**src/rtl/stack_arbiter.sv**
```systemverilog
// stack_arbiter: lets two requesters share one external LIFO stack.
// Operations are granted round-robin and run one at a time
// (IDLE -> ISSUE -> RESP). The arbiter keeps its own occupancy count, so it
// can drop push-when-full and pop-when-empty before the stack sees them.
// A dropped operation is reported to the requester with an error flag.
//
// state  | meaning
// IDLE   | arbitrate, assert winner's ready, latch winner/op/data
// ISSUE  | pulse stk_push or stk_pop (legal op) or set error flag
// RESP   | one-cycle rsp pulse to the latched requester
//
// Ports:
//   clk, reset          system clock; synchronous active-high reset
//   reqX_valid/push/data  requester X operation (push=1, pop=0)
//   reqX_ready          requester X operation accepted this cycle
//   rspX_valid/err/data   response pulse, error flag, popped data
//   stk_push/pop/data_in  strobes and write data to the stack
//   stk_data_out        top-of-stack value from the stack
//   count, full, empty  occupancy tracked by the arbiter
module stack_arbiter #(
  parameter int WIDTH = 18,
  parameter int SIZE  = 1
) (
  input  logic             clk,
  input  logic             reset,
  input  logic             req0_valid,
  input  logic             req0_push,
  input  logic [WIDTH-1:0] req0_data,
  output logic             req0_ready,
  output logic             rsp0_valid,
  output logic             rsp0_err,
  output logic [WIDTH-1:0] rsp0_data,
  input  logic             req1_valid,
  input  logic             req1_push,
  input  logic [WIDTH-1:0] req1_data,
  output logic             req1_ready,
  output logic             rsp1_valid,
  output logic             rsp1_err,
  output logic [WIDTH-1:0] rsp1_data,
  output logic             stk_push,
  output logic             stk_pop,
  output logic [WIDTH-1:0] stk_data_in,
  input  logic [WIDTH-1:0] stk_data_out,
  output logic [SIZE:0]    count,
  output logic             full,
  output logic             empty
);

  localparam int            DEPTH_I = 1 << SIZE;
  localparam logic [SIZE:0] DEPTH   = (SIZE+1)'(DEPTH_I);

  typedef enum logic [1:0] {
    S_IDLE  = 2'd0,
    S_ISSUE = 2'd1,
    S_RESP  = 2'd2
  } state_e;

  state_e             state_q, state_d;
  logic               win_q, win_d;
  logic               push_q, push_d;
  logic [WIDTH-1:0]   data_q, data_d;
  logic               err_q, err_d;
  logic [WIDTH-1:0]   rdata_q, rdata_d;
  logic [SIZE:0]      count_q, count_d;
  logic               prio_q, prio_d;
  logic               gnt1;

  assign count = count_q;
  assign full  = (count_q == DEPTH);
  assign empty = (count_q == '0);

  // requester 1 wins when it is the only one valid, or both are valid and
  // the pointer favours it
  assign gnt1 = req1_valid & (~req0_valid | prio_q);

  always_comb begin
    state_d     = state_q;
    win_d       = win_q;
    push_d      = push_q;
    data_d      = data_q;
    err_d       = err_q;
    rdata_d     = rdata_q;
    count_d     = count_q;
    prio_d      = prio_q;
    req0_ready  = 1'b0;
    req1_ready  = 1'b0;
    rsp0_valid  = 1'b0;
    rsp0_err    = 1'b0;
    rsp0_data   = '0;
    rsp1_valid  = 1'b0;
    rsp1_err    = 1'b0;
    rsp1_data   = '0;
    stk_push    = 1'b0;
    stk_pop     = 1'b0;
    stk_data_in = '0;

    case (state_q)
      S_IDLE: begin
        if (req0_valid || req1_valid) begin
          req0_ready = ~gnt1;
          req1_ready = gnt1;
          win_d      = gnt1;
          push_d     = gnt1 ? req1_push : req0_push;
          data_d     = gnt1 ? req1_data : req0_data;
          prio_d     = ~gnt1;
          state_d    = S_ISSUE;
        end
      end
      S_ISSUE: begin
        state_d = S_RESP;
        err_d   = 1'b0;
        rdata_d = '0;
        if (push_q) begin
          if (!full) begin
            stk_push    = 1'b1;
            stk_data_in = data_q;
            count_d     = count_q + 1'b1;
          end else begin
            err_d = 1'b1;
          end
        end else begin
          if (!empty) begin
            stk_pop = 1'b1;
            rdata_d = stk_data_out;
            count_d = count_q - 1'b1;
          end else begin
            err_d = 1'b1;
          end
        end
      end
      S_RESP: begin
        state_d = S_IDLE;
        if (win_q) begin
          rsp1_valid = 1'b1;
          rsp1_err   = err_q;
          rsp1_data  = rdata_q;
        end else begin
          rsp0_valid = 1'b1;
          rsp0_err   = err_q;
          rsp0_data  = rdata_q;
        end
      end
      default: state_d = S_IDLE;
    endcase

    // Reset is synchronous, so the registers still show the old state during
    // the reset cycle; mask every outward action so an interrupted operation
    // never reaches the stack or the requester.
    if (reset) begin
      req0_ready  = 1'b0;
      req1_ready  = 1'b0;
      rsp0_valid  = 1'b0;
      rsp0_err    = 1'b0;
      rsp0_data   = '0;
      rsp1_valid  = 1'b0;
      rsp1_err    = 1'b0;
      rsp1_data   = '0;
      stk_push    = 1'b0;
      stk_pop     = 1'b0;
      stk_data_in = '0;
    end
  end

  always_ff @(posedge clk) begin
    if (reset) begin
      state_q <= S_IDLE;
      win_q   <= 1'b0;
      push_q  <= 1'b0;
      data_q  <= '0;
      err_q   <= 1'b0;
      rdata_q <= '0;
      count_q <= '0;
      prio_q  <= 1'b0;
    end else begin
      state_q <= state_d;
      win_q   <= win_d;
      push_q  <= push_d;
      data_q  <= data_d;
      err_q   <= err_d;
      rdata_q <= rdata_d;
      count_q <= count_d;
      prio_q  <= prio_d;
    end
  end

endmodule

```
**config.mk**
```make
export PLATFORM = sky130hd
export DESIGN_NAME = stack_arbiter
export DESIGN_NICKNAME = d
export VERILOG_FILES = /design/src/rtl/stack_arbiter.sv
export SDC_FILE = /design/constraint.sdc
export NUM_CORES = 1
export LEC_CHECK = 0
export CAP_MARGIN = 25
export CORE_ASPECT_RATIO = 1.1
export CORE_MARGIN = 10
export CORE_UTILIZATION = 34
export DETAILED_ROUTE_END_ITERATION = 7
export PLACE_DENSITY = 0.74
export SLEW_MARGIN = 10
export SYNTH_ARGS = -nofsm -noshare
export SYNTH_HDL_FRONTEND = slang
export SYNTH_SLANG_ARGS = --single-unit
```
**constraint.sdc**
```tcl
create_clock -name clk -period 1.5 [get_ports clk]
set_input_delay 0.225 -clock clk [delete_from_list [all_inputs] [get_ports clk]]
set_output_delay 0.225 -clock clk [all_outputs]
set_load 0.005 [all_outputs]
```
=== Yosys cells after proc, flatten, opt, wreduce, memory -nomap -nowiden ===
Cells that the tools add are included.
Widths: inputs -> output; s select.

* Bits in writable memories: 0
* Latch bits: 0
* ROM bits: 0
* Input port bits: 60
* Memories: 0
* Register bits after elaboration: 44

* Shift-type cells: 0
* Bitwise gates (word level): 4
* Multiplexer cells: 48
* Equal/unequal tests: 6
* Order comparisons: 0
* $add $sub $neg: 2
* Multipliers: 0
* Divide/modulo/power cells: 0
* Reduce and logical (&&, ||, !) cells: 5

{| class="wikitable"
|+ Operators by type and width
! kind !! count
|-
| $mux 18 || 13
|-
| $mux 1 || 30
|-
| $mux 2 || 4
|-
| $eq 2x2->1 const B || 2
|-
| $logic_not 2->1 || 2
|-
| $ne 2x2->1 const B || 2
|-
| $pmux 2 s2 || 1
|-
| $reduce_and 3->1 || 1
|-
| $add 2x1->2 const B || 1
|-
| $eq 2x1->1 const B || 1
|-
| $ne 2x1->1 const B || 1
|-
| $not 1->1 || 2
|-
| $reduce_and 2->1 || 1
|-
| $sub 2x1->2 const B || 1
|-
| $and 1x1->1 || 1
|-
| $logic_or 1x1->1 || 1
|-
| $or 1x1->1 || 1
|}

=== Logic depth before layout (Yosys ltp) ===
* Depth after elaboration: 7
* Mapped depth: 6
* Gate-level depth less buffers: 3

=== Least setup slack after synthesis ===
No wires, ideal clock.

* Path type: register -> output
* Start: reg state_q[1]
* End: out stk_data_in[10]
* Stages on the path, launching flop included: 6
* Data arrival time: 1.250 ns
* Setup slack: 0.025 ns
* Cell sequence: dfxtp_1 > nand2b_1 > buf_6 > nor4b_4 > buf_4 > and2_1

* Longest elaborated chain between the ends: 3

{| class="wikitable"
|+ Ends and longest elaborated chain
! what !! line !! source
|-
| start, declared || 58 || <nowiki>state_e state_q, state_d;</nowiki>
|-
| start signal, assigned || 175 || <nowiki>state_q <= state_d;</nowiki>
|-
| $eq 2x1->1 || 97 || <nowiki>case (state_q)</nowiki>
|-
| $mux 18 || 97 ||
|-
| $mux 18 || 149 || <nowiki>if (reset) begin</nowiki>
|-
| end, declared || 42 || <nowiki>output logic [WIDTH-1:0] stk_data_in,</nowiki>
|}

No other way between the ends.

=== Final worst setup path ===
* Start: reg count_q[1], in the netlist count[1]
* End: out stk_data_in[17]

* Longest elaborated chain between the ends: 5

{| class="wikitable"
|+ Ends and longest elaborated chain
! what !! line !! source
|-
| start, declared || 64 || <nowiki>logic [SIZE:0] count_q, count_d;</nowiki>
|-
| start signal, assigned || 181 || <nowiki>count_q <= count_d;</nowiki>
|-
| $eq 2x2->1 || 69 || <nowiki>assign full = (count_q == DEPTH);</nowiki>
|-
| $mux 18 || 114 || <nowiki>if (!full) begin</nowiki>
|-
| $mux 18 || 113 || <nowiki>if (push_q) begin</nowiki>
|-
| $mux 18 || 97 ||
|-
| $mux 18 || 149 ||
|}

No other way between the ends.

==> qor_table.md <==
| Stage | Quantity | This run |
|:---|:---|:---|
| die | Standard-cell rows | 30 |
| critical path | Required time at the endpoint of the critical path | 1.27 ns |
| die | Starting Density | 0.3516 |
| final layout | Layout cells sized above 1 | 0.4966 |
| critical path | Dominant cell type by count on the critical path | sky130_fd_sc_hd__buf_6 |
| critical path | Max incr delay on CP | 0.33 ns |
| final layout | Final Instance Count excl. Fillers | 521 |
| critical path | Arrival time of data at the critical path endpoint | 1.71 ns |
| power and ir drop | Maximum resistive drop on vdd | 0.4378 mV |
| clock network | CTS tree | done |
| clock network | Number of clock sinks | 44 |
| yosys | Fraction of registers with async set/reset | 0 |
| power and ir drop | Final total power | 2.829 mW |
| die | Die Span X | 96.54 µm |
| critical path | Cell breakdown of the critical path | nor2b_4 > nor4b_4 > buf_4 > buf_6 > buf_6 > buf_6 > and2_4 > buf_6 |
| flow run | Max-cap viol count | 0 |
| yosys | Netlist Area Pre-Place | 2191 µm² |
| detailed routing | Detailed Route Iter0 Violations | 224 |
| hold path | Hold Crit Class | flop to flop |
| yosys | Post-Synthesis Net Count | 316 |
| yosys | Main combinational cell family by area after synthesis | simple AND/OR/NAND/NOR gates |
| critical path | Crit path capture type | output pin |
| detailed routing | Total wire length | 11070 µm |
| detailed routing | Total via count after detailed routing | 2796 |
| clock network | Clk slew on worst S/H paths | 0.08 ns |
| sta | Transition time at the pin with the least slew margin | 0.4114 ns |
| global routing | Vias in the first global route | 2797 |
| critical path | Maximum fanout encountered on the critical timing path | 3 |
| sta | Max_slew headroom | 0.7237 |
| yosys | Most frequent cell after synthesis | sky130_fd_sc_hd__and2_1 |
| die | Die outline area | 10060 µm² |
| power and ir drop | Total leakage power | 1.954 nW |
| global routing | Number of antenna violations at the first check in global routing | 0 |
| detailed routing | First-pass DRT Iterations | 4 |
| final layout | Count of antenna diodes in the layout | 0 |
| detailed routing | Average wire length per cell after detail routing | 21.24 µm |
| yosys | Compound-Gate Fraction of Synth Area | 0.2107 |
| yosys | Basic-gate share of the synthesized area counting and, or, nand and nor cells | 0.3284 |
| yosys | Proportion of synthesized chip area in sequential cells | 0.4021 |
| final layout | Post-layout nets | 500 |
| die | Height of the die | 104.2 µm |
| global routing | GR Util All Layers | 0.1873 |
| placed design | Detailed-placement wirelength estimate | 6504 µm |
| status | Result of the run | finished with violations |
| global routing | Wire length of the first global-routing pass | 14980 µm |
| critical path | Crit Path Class | flop to output pin |
| sta | RSZ-0062 raised after global routing | yes |
| placed design | Count of buffers from port buffering | 125 |
| sta | Post-layout worst setup margin | -0.4303 ns |
| clock network | Clk root buf | sky130_fd_sc_hd__clkbuf_8 |
| sta | Peak Freq | 518.1 MHz |
| yosys | Top cell type by total area after synthesis | sky130_fd_sc_hd__dfxtp_1 |
| yosys | Number of flops mapped to enable cells by yosys | 0 |
| yosys | Post-Synthesis Cells | 256 |
| yosys | Count of warnings emitted by yosys | 0 |
| critical path | Slowest-stage cell, CP | sky130_fd_sc_hd__dfxtp_2 |
| global routing | Pin count of the biggest net entering global routing | 24 |
| yosys | Proportion of netlist area held by the largest area contributor | 0.4021 |
| clock network | Post-cts hold buffer count | 0 |
| critical path | Worst path buffer plus inverter count | 5 |
| die | Placeable Area | 6231 µm² |
| critical path | Top Family by Delay on Critical Path | buffers and inverters |
| detailed routing | Avg Vias per Cell | 5.367 |
| clock network | TritonCTS Buffers | 5 |
| placed design | # placed instances | 468 |
| sta | Fin. max-slew vios | 0 |
| sta | Final worst clock skew | 0.009269 ns |
| clock network | Clock latency of the later-clocked register in the worst-skew pair | 0.30 ns |
| power and ir drop | Cell area power density | 621.0 nW/µm² |
| sta | Final min period | 1.930 ns |
| yosys | Post-synthesis sequential element count | 44 |
| clock network | Number of levels in the clock H-tree | 2 |
| final layout | Area growth from synthesis to final layout | 107.9% |
| yosys | Synth cell types | 29 |
| yosys | Most instantiated cells after synthesis | 56 x sky130_fd_sc_hd__and2_1, 44 x sky130_fd_sc_hd__dfxtp_1, 23 x sky130_fd_sc_hd__o21ai_0 |
| yosys | Post-Synth XOR/XNOR Area | 0.003998 |
| yosys | Post-synthesis share of cell area spent on full adders, half adders and majority gates | 0 |
| yosys | Predominant post-synthesis flop cell | sky130_fd_sc_hd__dfxtp_1 |
| status | Violated checks | negative setup slack |
| detailed routing | Antenna violation net count after detailed routing | 0 |
| detailed routing | # DRC | 0 |
| placed design | Final weighted congestion in routability-driven placement | 0.8123 |
| clock network | Number of buffers on the longest clock path | 2 |
| critical path | Element type at the critical path start | flop |
| yosys | Post-Synthesis Mean Instance Area | 8.558 µm² |
| yosys | Cell types with the largest area share after synthesis | sky130_fd_sc_hd__dfxtp_1 40%, sky130_fd_sc_hd__and2_1 16%, sky130_fd_sc_hd__a22o_1 7.2% |
| sta | Setup violators final | 63 |
| global routing | Remaining global-route overflow | 0 |
| yosys | Mux share of post-synthesis cell area | 0 |
| die | Io pins | 126 |
| sta | Final clock period utilization by the worst path | 1.287 |
| sta | Count of final hold-check violations | 0 |
## power breakdown
group	internal, mW	switching, mW	leakage, nW
Combinational	0.441	0.319	1.55
Sequential	1.23	0.0516	0.362
Clock	0.376	0.407	0.0455
Total	2.05	0.777	1.95
## final timing paths
path,depth (start not counted),from,end,slack (ns)
setup / recovery,8,count[1],stk_data_in[17],-0.43
hold / removal,2,data_q[15],data_q[15],0.49
setup reg to reg,7,state_q[1],push_q,0
hold reg to reg,2,data_q[15],data_q[15],0.49
## through the flow
step	hold slack (ns)	setup WS [ns]	util	cell area, µm²	setup TNS, ns
floorplan	0.3576	0.02468	-	2191	0
global placement	0.4632	-0.7295	0.5892	3671	-53.93
detailed placement	0.4658	-0.7352	0.5910	3682	-49.21
CTS	0.4901	-0.4563	0.6725	4190	-16.95
global route	0.5063	-0.4885	0.7311	4556	-23.02
finish	0.4910	-0.4303	0.7311	4556	-18.77
## area by class of cell
type / instances / area (µm²)
timing repair buffer: 200 / 2034
fill: 449 / 1675
multi-input combinational: 188 / 1438
sequential: 44 / 889.6
tap: 80 / 100.1
clock buffer: 8 / 90.09
inverter: 1 / 3.754
## worst reg2reg max path, delay by kind of cell (launching register included)
family,cells,cell delay (ns)
AOI/OAI and AO/OA,1,0.12
DFF,1,0.34
and+or+nand+nor,2,0.40
buffers and inverters,4,0.52
## sequential cells by signal, indices dropped and copies added (netlist names)
signal	flops
data_q	18
state_q	2
count	2
push_q	1
win_q	1
prio_q	1
err_q	1
rdata_q	18
## logic make-up (layout without fill, tap and decap cells)
family / count (synthesis) / count (layout)
buf+inv: 24 / 209
xor+xnor: 1 / 1
flops: 44 / 44
compound gates: 71 / 71
simple gates: 116 / 116
## per-layer routing
| layer | vias up | part of all wire | track usage |
|---|---|---|---|
| met5 | - | 0 | 0 |
| met4 | 0 | 0.015 | 0.05509 |
| met3 | 10 | 0.089 | 0.06354 |
| met2 | 139 | 0.52 | 0.3195 |
| met1 | 1351 | 0.38 | 0.2103 |
| li1 | 1296 | - | - |
## placed cells by master (no fill, tap or decap), types with 2 or more instances in the layout
cell type and n:
sky130_fd_sc_hd__nor4b_4 2, sky130_fd_sc_hd__and2_1 8, sky130_fd_sc_hd__a22o_1 18, sky130_fd_sc_hd__nor2_4 4, sky130_fd_sc_hd__clkbuf_1 2, sky130_fd_sc_hd__dfxtp_1 39, sky130_fd_sc_hd__clkdlybuf4s50_1 58, sky130_fd_sc_hd__buf_6 93
sky130_fd_sc_hd__o21ai_1 10, sky130_fd_sc_hd__buf_12 2, sky130_fd_sc_hd__clkbuf_16 2, sky130_fd_sc_hd__dlygate4sd2_1 5, sky130_fd_sc_hd__nor2b_1 2, sky130_fd_sc_hd__a311oi_1 5, sky130_fd_sc_hd__a21oi_1 9, sky130_fd_sc_hd__and2_4 48
sky130_fd_sc_hd__buf_2 11, sky130_fd_sc_hd__a31oi_1 14, sky130_fd_sc_hd__o21ai_2 2, sky130_fd_sc_hd__clkbuf_8 6, sky130_fd_sc_hd__buf_4 29, sky130_fd_sc_hd__nor2_2 2, sky130_fd_sc_hd__nand4_1 14, sky130_fd_sc_hd__o21ai_0 11
sky130_fd_sc_hd__nand2_1 2, sky130_fd_sc_hd__nand3_1 19, sky130_fd_sc_hd__dfxtp_2 4
## repair_timing
item	4_1_cts	5_1_grt
gates resized for setup	373	90
hold endpoints to repair	0	0
setup endpoints to repair	86	84
setup buffers	31	12
gates cloned	8	3
pin swaps	42	16
(Power assumes the default switching activity.)
